===== src/rtl/select_3d_array_pipelined.sv =====
// N-way array selector (whole-array or per-row source) behind a valid/ready handshake.
// A main register plus one skid register keep 1 beat/cycle with in_ready registered.
module select_3d_array_pipelined #(
   parameter int BIT_WIDTH   = 4,
   parameter int ROWS        = 8,
   parameter int COLS        = 8,
   parameter int NUM_SOURCES = 4,
   localparam int SEL_W      = (NUM_SOURCES > 2) ? $clog2(NUM_SOURCES) : 1
) (
   input  logic                                                     clk,
   input  logic                                                     rst_n,
   input  logic [NUM_SOURCES-1:0][ROWS-1:0][COLS-1:0][BIT_WIDTH-1:0] in_arrays,
   input  logic [SEL_W-1:0]                                         sel,
   input  logic [ROWS-1:0][SEL_W-1:0]                               row_sel,
   input  logic                                                     row_mode,
   input  logic                                                     in_valid,
   output logic                                                     in_ready,
   output logic [ROWS-1:0][COLS-1:0][BIT_WIDTH-1:0]                 result,
   output logic                                                     out_valid,
   input  logic                                                     out_ready
);

   typedef logic [ROWS-1:0][COLS-1:0][BIT_WIDTH-1:0] arr_t;
   typedef enum logic [1:0] {EMPTY, ONE, FULL} state_t;

   state_t           state_q, state_d;
   arr_t             main_q, main_d;
   arr_t             skid_q, skid_d;
   logic             in_ready_q;
   arr_t             sel_arr;
   logic [SEL_W-1:0] idx;
   logic             accept, deliver;

   assign in_ready  = in_ready_q;
   assign out_valid = (state_q != EMPTY);
   assign result    = main_q;
   assign accept    = in_valid && in_ready_q;
   assign deliver   = out_valid && out_ready;

   // Out-of-range source indices produce an all-zero row rather than an error.
   always_comb begin
      sel_arr = '0;
      idx     = '0;
      for (int r = 0; r < ROWS; r++) begin
         idx = row_mode ? row_sel[r] : sel;
         if (int'(idx) < NUM_SOURCES) begin
            sel_arr[r] = in_arrays[idx][r];
         end
      end
   end

   always_comb begin
      state_d = state_q;
      main_d  = main_q;
      skid_d  = skid_q;
      case (state_q)
         EMPTY: begin
            if (accept) begin
               main_d  = sel_arr;
               state_d = ONE;
            end
         end
         ONE: begin
            if (accept && deliver) begin
               main_d = sel_arr;
            end else if (accept) begin
               skid_d  = sel_arr;
               state_d = FULL;
            end else if (deliver) begin
               state_d = EMPTY;
            end
         end
         FULL: begin
            if (deliver) begin
               main_d  = skid_q;
               skid_d  = '0;
               state_d = ONE;
            end
         end
         default: state_d = EMPTY;
      endcase
   end

   always_ff @(posedge clk) begin
      if (!rst_n) begin
         state_q    <= EMPTY;
         main_q     <= '0;
         skid_q     <= '0;
         in_ready_q <= 1'b0;
      end else begin
         state_q    <= state_d;
         main_q     <= main_d;
         skid_q     <= skid_d;
         in_ready_q <= (state_d != FULL);
      end
   end

endmodule

===== config.mk =====
export PLATFORM = sky130hd
export DESIGN_NAME = select_3d_array_pipelined
export DESIGN_NICKNAME = d
export VERILOG_FILES = /design/src/rtl/select_3d_array_pipelined.sv
export SDC_FILE = /design/constraint.sdc
export NUM_CORES = 1
export LEC_CHECK = 0
export BUFFER_PORTS_ARGS = -buffer_cell sky130_fd_sc_hd__buf_4
export CAP_MARGIN = 10
export CORE_AREA = 2 2 515 517
export CTS_BUF_LIST = sky130_fd_sc_hd__clkbuf_2
export DETAILED_ROUTE_END_ITERATION = 7
export DIE_AREA = 0 0 517 519
export GPL_ROUTABILITY_DRIVEN = 0
export MAX_ROUTING_LAYER = met4
export PLACE_DENSITY = 0.31
export RECOVER_POWER = 100
export SYNTH_ARGS = -nofsm -noshare
export SYNTH_HDL_FRONTEND = slang
export SYNTH_SLANG_ARGS = --single-unit

===== constraint.sdc =====
create_clock -name clk -period 2.2 [get_ports clk]
set_input_delay 0.11 -clock clk [delete_from_list [all_inputs] [get_ports clk]]
set_output_delay 0.11 -clock clk [all_outputs]
set_load 0.005 [all_outputs]

==> results of run 1 <==
## per-stage QoR
stage,setup WS [ns],hold slack [ns],cells
after floorplan,0.3850,0.1893,2368
after global placement,0.07485,0.3681,7160
after detailed placement,0.05585,0.3825,7160
## logic make-up after synthesis
group / share of synthesized area
flip-flops: 0.3825
multiplexers: 0.2247
buffers and inverters: 0.05195
AND/OR/NAND/NOR: 0.1225
AO/OA/AOI/OAI: 0.2184
==> impl_metrics.py, run 1 <==
metrics = {
    "yosys": {
        "synthTopCellsByCount": "dfxtp_1, nand2_1, nor3_1, a22o_1, mux4_2",
        "synthArstFlopShare": 0,
        "synth_cells": 2368,
        "yosysWarnings": 0,
        "synth_ff_type": "dfxtp_1",
        "yosysTopAreaCell": "dfxtp_1",
        "synth_enable_flop_cells": 0,
        "syn_nets": 3415,
        "synth.cell_area_sq_mm": 0.02695,
        "seq_area_frac_synth": 0.3825,
        "ys_seq_elements": 515,
        "synth_top_area_frac": 0.3825,
        "yosysUniqueCellTypes": 31,
        "avgSynthCellArea_sq_um": 11.38,
        "synth_area_leaders": "dfxtp_1, mux4_2, a311oi_2, a22o_1, nand2_1",
    },
    "die": {
        "rows": 189,
        "ios": 1305,
        "die_x_um": 517,
        "die_y_um": 519,
        "initial_core_util": 0.1023,
    },
    "placement": {
        "dp_hpwl_mm": 166.8,
        "portBuffers": 1304,
        "placed_area_sq_mm": 0.04259,
    },
    "clock_tree": {
        "ctsHoldBuffers": 1493,
        "cts-buffers-inserted": 167,
        "cts.repair.resized": 590,
        "cts_setup_buffers": 28,
        "clockBufferDepth": 3,
        "cts_root_buffer": "clkbuf_2",
        "cts.sinks": 515,
        "htree_levels": 4,
    },
    "outcome": {
        "first-error": "[ERROR RSZ-0060] Max buffer count reached.",
        "outcome": "stopped before the end",
        "failed_stage": "4_1_cts",
    },
}
==> inputs of run 2 (changes only) <==
Settings changed: CORE_AREA 2 2 515 517 to 2 2 501 503, CTS_BUF_LIST sky130_fd_sc_hd__clkbuf_2 to not set, DIE_AREA 0 0 517 519 to 0 0 503 505, MAX_ROUTING_LAYER met4 to not set, PLACE_DENSITY 0.31 to not set, PLACE_DENSITY_LB_ADDON set to 0.15.
==> impl_metrics.py, run 2 <==
metrics = {
    "outcome": {
        "outcome": "complete, no violations",
    },
    "yosys": {
        "synth_top_family_by_area": "multiplexers",
        "synthMuxAreaShare": 0.2247,
        "synth_enable_flop_cells": 0,
        "avgSynthCellArea_sq_um": 11.38,
        "synth_ff_type": "dfxtp_1",
        "syn_nets": 3415,
        "yosysWarnings": 0,
        "synth-adder-area-share": 0,
        "synth.cell_area_sq_mm": 0.02695,
        "yosysTopAreaCell": "dfxtp_1",
        "yosysUniqueCellTypes": 31,
        "synth_top_area_frac": 0.3825,
        "synth_cells": 2368,
        "synthTopCellsByCount": "dfxtp_1, nand2_1, nor3_1, a22o_1, mux4_2",
        "seq_area_frac_synth": 0.3825,
        "synth-simple-area-share": 0.1225,
        "synth_compound_area_frac": 0.2184,
        "synth_xor_area_frac": 0,
        "synth_area_leaders": "dfxtp_1, mux4_2, a311oi_2, a22o_1, nand2_1",
        "synthArstFlopShare": 0,
        "ys_seq_elements": 515,
    },
    "min_path": {
        "whs_endpoint": "skid_q[59]$_SDFFE_PN0P_",
        "hp-start": "in_arrays[571]",
        "whs_path_depth": 3,
        "holdCritPathClass": "input pin to register",
    },
    "routing": {
        "drc": 0,
        "first_pass_iters": 5,
        "met1_length_mm": 80.30,
        "drt_iter0_markers": 1533,
        "highest_layer": "met5",
        "final_antenna_net_count": 0,
        "vias": 29050,
        "drt-total-wl_mm": 196.3,
        "met2_length_mm": 94.21,
        "wl_met3_mm": 16.72,
        "avgRoutedWirePerCell_um": 25.78,
        "routed_via_density": 3.815,
    },
    "power_and_ir_drop": {
        "peakVddDrop_uv": 497.6,
        "static-leakage-power_nw": 18.68,
        "cellPowerDensity_mw_per_mm2": 632.9,
    },
    "flow_run": {
        "cap_violations": 0,
    },
    "sta": {
        "slew_headroom": 0.3825,
        "slew_viol_final": 0,
        "finalCriticalPeriod_ns": 2.089,
        "rsz0062_at_grt": "no",
        "fmax_ghz": 0.4787,
        "fin_setup_tns_ns": 0,
        "fin_crit_sh": 0.9494,
        "setup_viol_count_final": 0,
        "worstMarginPinSlew_ns": 0.9302,
        "clock_skew_ns": 0.02049,
        "hold_ws_ns": 0.06971,
        "hold_viol": 0,
    },
    "worst_setup_path": {
        "end_kind": "register",
        "cp-start-kind": "input pin",
        "r2r_start": "in_ready$_SDFF_PN0_",
        "r2r_slack_ns": 0.16,
        "crit_type": "input pin to register",
        "r2r_cells": 6,
        "crit_required_ns": 2.76,
        "cp_data_arrival_time_ns": 2.65,
        "worst-path-max-fanout": 32,
        "timing.rr.end": "result[161]$_SDFFE_PN0P_",
    },
    "global_route": {
        "grt_max_degree": 88,
        "overflow": 0,
        "grt_pass1_vias": 31240,
        "grt_antenna_before_repair": 46,
        "grtUsageTotal": 0.1481,
        "grt_pass1_wl_mm": 263.3,
    },
    "die": {
        "core-area_sq_mm": 0.2482,
        "die_y_um": 505,
        "rows": 183,
        "die_x_um": 503,
        "ios": 1305,
        "initial_core_util": 0.1086,
        "die_area_sq_mm": 0.2540,
    },
    "finish": {
        "final_cell_mix": "buf_4, dlygate4sd3_1, nand2_1",
        "final_cell_count_no_fill": 7614,
        "syn_to_final_growth_pct": 78.96,
        "fin_util": 0.1943,
        "nets": 5268,
        "layout-drive-gt1-share": 0.4103,
        "design_area_sq_mm": 0.04823,
        "final_common_cell": "buf_4",
    },
    "clock_tree": {
        "cts-buffers-inserted": 71,
        "clockBufferDepth": 3,
        "cts_root_buffer": "clkbuf_16",
        "path_clk_slew_ns": 0.05,
        "cts_tree": "yes",
        "htree_levels": 3,
        "clock_latency_ns": 0.69,
        "cts.sinks": 515,
    },
    "placement": {
        "dp_hpwl_mm": 153.9,
        "placed_cells": 6930,
        "portBuffers": 1304,
        "placed_area_sq_mm": 0.04211,
    },
}
[run 2: worst max-delay path by stage]
stage / end / slack, ns / startpoint
after detailed placement: result[59]$_SDFFE_PN0P_ / 0.09 / row_mode
after floorplan: result[10]$_SDFFE_PN0P_ / 0.39 / state_q[1]$_SDFF_PN0_
after global routing: result[187]$_SDFFE_PN0P_ / 0.05 / in_ready$_SDFF_PN0_
after CTS: result[142]$_SDFFE_PN0P_ / 0.10 / state_q[1]$_SDFF_PN0_
after global placement: result[59]$_SDFFE_PN0P_ / 0.08 / row_mode
final: skid_q[9]$_SDFFE_PN0P_ / 0.11 / row_mode
[run 2: power breakdown]
| part | switching, W | total, W | internal, W |
|---|---|---|---|
| Combinational | 0.00413 | 0.00871 | 0.00458 |
| Sequential | 0.000380 | 0.0103 | 0.00988 |
| Clock | 0.00494 | 0.0116 | 0.00661 |
[run 2: kinds of logic after synthesis]
family | count (synthesis)
flops | 515
buf+inv | 280
mux | 272
simple gates | 784
compound gates | 517
[run 2: layout make-up]
class	count	area [sq um]
fill	27780	200000
timing repair buffer	2059	16650
multi-input combinational	1573	14820
sequential	515	10310
tap	3330	4167
clock buffer	102	2046
clock inverter	20	200.2
antenna	14	35.03
inverter	1	11.26
[run 2: layer usage]
| layer | up-vias | track usage |
|---|---|---|
| met5 | - | 0 |
| met4 | 18 | 0.03971 |
| met3 | 205 | 0.04236 |
| met2 | 1227 | 0.2528 |
| met1 | 14510 | 0.1802 |
| li1 | 13090 | - |
[run 2: timing repair]
action | CTS | global route
endpoints found under the setup margin | 0 | 2
buffers inserted | 0 | 0
hold buffers | 548 | 0
endpoints found under the hold margin | 346 | 0
gates resized for setup | 0 | 1
[run 2: critical path, cell delays in order]
cell and delay (ns):
buf_4 0.12, buf_12 0.19, mux2i_4 0.27, buf_6 0.40
mux4_2 0.62, dlygate4sd3_1 0.62, a22o_1 0.20
[run 2: metrics by stage]
| step | total power (W) | setup WS, ns |
|---|---|---|
| 2_1_floorplan | 0.01380 | 0.3850 |
| 3_3_place_gp | 0.01853 | 0.07594 |
| 3_5_place_dp | 0.01853 | 0.08540 |
| 4_1_cts | 0.03188 | 0.1020 |
| 5_1_grt | 0.03202 | 0.04971 |
| 6_report | 0.03052 | 0.1112 |
No activity file was read; power rests on OpenSTA's default activity.
==> inputs of run 3 (changes only) <==
Clock period 2.2 ns to 2.4 ns, I/O delays scaled along.
==> impl_metrics.py, run 3 (synthesis gave the netlist of run 2 again) <==
metrics = {
    "routing": {
        "drc": 0,
        "routed_via_density": 3.835,
        "first_pass_iters": 5,
        "vias": 29010,
        "final_antenna_net_count": 0,
        "avgRoutedWirePerCell_um": 25.98,
        "drt_iter0_markers": 1615,
        "drt-total-wl_mm": 196.5,
    },
    "worst_setup_path": {
        "cp-start-kind": "input pin",
        "crit_family": "buffers and inverters",
        "r2r_start": "state_q[0]$_SDFF_PN0_",
        "timing.rr.end": "skid_q[194]$_SDFFE_PN0P_",
        "crit_required_ns": 2.97,
        "slowest_delay_ns": 0.69,
        "crit_type": "input pin to register",
        "worst-path-max-fanout": 32,
        "slowest_stage": "mux4_1",
        "cp_common_cell": "buf_12",
        "cp_data_arrival_time_ns": 2.81,
        "path_buf_inv": 4,
        "r2r_slack_ns": 0.24,
        "cp_cell_sequence": "clkbuf_1 > buf_12 > mux2i_1 > buf_12 > mux4_1 > dlygate4sd3_1 > a22o_1",
        "end_kind": "register",
        "r2r_cells": 6,
    },
    "placement": {
        "dp_hpwl_mm": 151.4,
        "placed_cells": 6895,
        "portBuffers": 1304,
    },
    "finish": {
        "syn_to_final_growth_pct": 77.63,
        "final_cell_count_no_fill": 7564,
        "nets": 5219,
        "final_common_cell": "buf_4",
        "layout-drive-gt1-share": 0.4106,
        "final_cell_mix": "buf_4, dlygate4sd3_1, nand2_1, dfxtp_1, nor3_1",
    },
    "clock_tree": {
        "path_clk_slew_ns": 0.07,
        "cts-buffers-inserted": 71,
        "clockBufferDepth": 3,
        "cts_root_buffer": "clkbuf_16",
        "cts_tree": "yes",
        "htree_levels": 3,
        "cts.repair.resized": 0,
        "cts.sinks": 515,
        "clock_latency_ns": 0.69,
    },
    "min_path": {
        "whs_path_depth": 4,
        "whs_endpoint": "result[69]$_SDFFE_PN0P_",
        "holdCritPathClass": "input pin to register",
        "hp-start": "in_arrays[325]",
    },
    "global_route": {
        "grt_max_degree": 79,
        "grt_pass1_wl_mm": 264.0,
        "grt_pass1_vias": 30700,
        "overflow": 0,
        "grt_antenna_before_repair": 41,
        "grtUsageTotal": 0.1485,
    },
    "power_and_ir_drop": {
        "static-leakage-power_nw": 18.47,
        "peakVddDrop_uv": 470.9,
        "cellPowerDensity_mw_per_mm2": 589.5,
    },
    "die": {
        "core-area_sq_mm": 0.2482,
        "ios": 1305,
        "die_area_sq_mm": 0.2540,
        "die_y_um": 505,
        "die_x_um": 503,
        "initial_core_util": 0.1086,
        "rows": 183,
    },
    "sta": {
        "fin_crit_sh": 0.9362,
        "rsz0062_at_grt": "no",
        "slew_headroom": 0.3996,
        "finalCriticalPeriod_ns": 2.247,
        "hold_viol": 0,
        "fin_setup_tns_ns": 0,
        "clock_skew_ns": 0.02404,
        "setup_viol_count_final": 0,
        "slew_viol_final": 0,
        "fmax_ghz": 0.4451,
        "worstMarginPinSlew_ns": 0.9006,
    },
    "outcome": {
        "outcome": "complete, no violations",
    },
    "flow_run": {
        "cap_violations": 0,
    },
}
## run 3: changes by cell type in the layout (fill, tap and decap cells not counted), sizes merged
cell,before,now
buf,1231,1198
bufinv,1,2
clkbuf,382,386
inv,5,4
clkinvlp,3,1
diode,14,11
clkinv,12,10
dlygate4sd3,548,534
## run 3: layer usage
layer  track usage  vias up  share of wire
li1              -    12990              -
met5             0        -        0.00052
met4       0.04350       14          0.026
met3       0.04427      185          0.087
met2        0.2474     1223           0.47
met1        0.1833    14600           0.41
## run 3: area by class of cell
| class | instances | area [sq um] |
|---|---|---|
| clock buffer | 108 | 2157 |
| sequential | 515 | 10310 |
| tap | 3330 | 4167 |
| clock inverter | 16 | 155.1 |
| antenna | 11 | 27.53 |
| timing repair buffer | 2010 | 16150 |
| multi-input combinational | 1573 | 14900 |
| fill | 27690 | 200300 |
| inverter | 1 | 11.26 |
## run 3: what timing repair did
item,in CTS,in global routing
buffers inserted,0,0
hold buffers,534,0
hold endpoints to repair,331,0
## run 3: how the worst max path moves through the flow
| stage | from | endpoint | cells past startpoint | slack, ns |
|---|---|---|---|---|
| after floorplan | sel[0] | result[55]$_SDFFE_PN0P_ | 6 | 0.58 |
| after global placement | row_mode | result[56]$_SDFFE_PN0P_ | 7 | 0.20 |
| after detailed placement | row_mode | result[56]$_SDFFE_PN0P_ | 7 | 0.20 |
| after CTS | state_q[1]$_SDFF_PN0_ | result[140]$_SDFFE_PN0P_ | 6 | 0.31 |
| after global routing | state_q[0]$_SDFF_PN0_ | skid_q[245]$_SDFFE_PN0P_ | 6 | 0.11 |
| final | row_mode | skid_q[56]$_SDFFE_PN0P_ | 7 | 0.15 |
## run 3: worst min-delay path: stages
cell,delay [ns]
buf_4,0.08
mux4_2,0.25
nand2_1,0.06
a311oi_1,0.23
## run 3: where the power goes
| group | switching (W) | internal, W | leakage, nW | total [W] |
|---|---|---|---|---|
| combinational | 0.00379 | 0.00412 | 13.1 | 0.00792 |
| sequential | 0.000338 | 0.00906 | 4.21 | 0.00940 |
| clock | 0.00452 | 0.00639 | 1.15 | 0.0109 |
| total | 0.00865 | 0.0196 | 18.5 | 0.0282 |
## run 3: metrics by stage
step	setup slack, ns	hold slack [ns]	util	power [W]	area (sq um)
2_1_floorplan	0.5760	0.1993	-	0.01265	26950
3_3_place_gp	0.1996	0.3906	0.1681	0.01688	41710
3_5_place_dp	0.1958	0.3870	0.1681	0.01688	41710
4_1_cts	0.3081	0.00001632	0.1989	0.02944	49370
5_1_grt	0.1140	0.04262	0.1929	0.02961	47870
6_report	0.1531	0.09778	0.1929	0.02822	47880
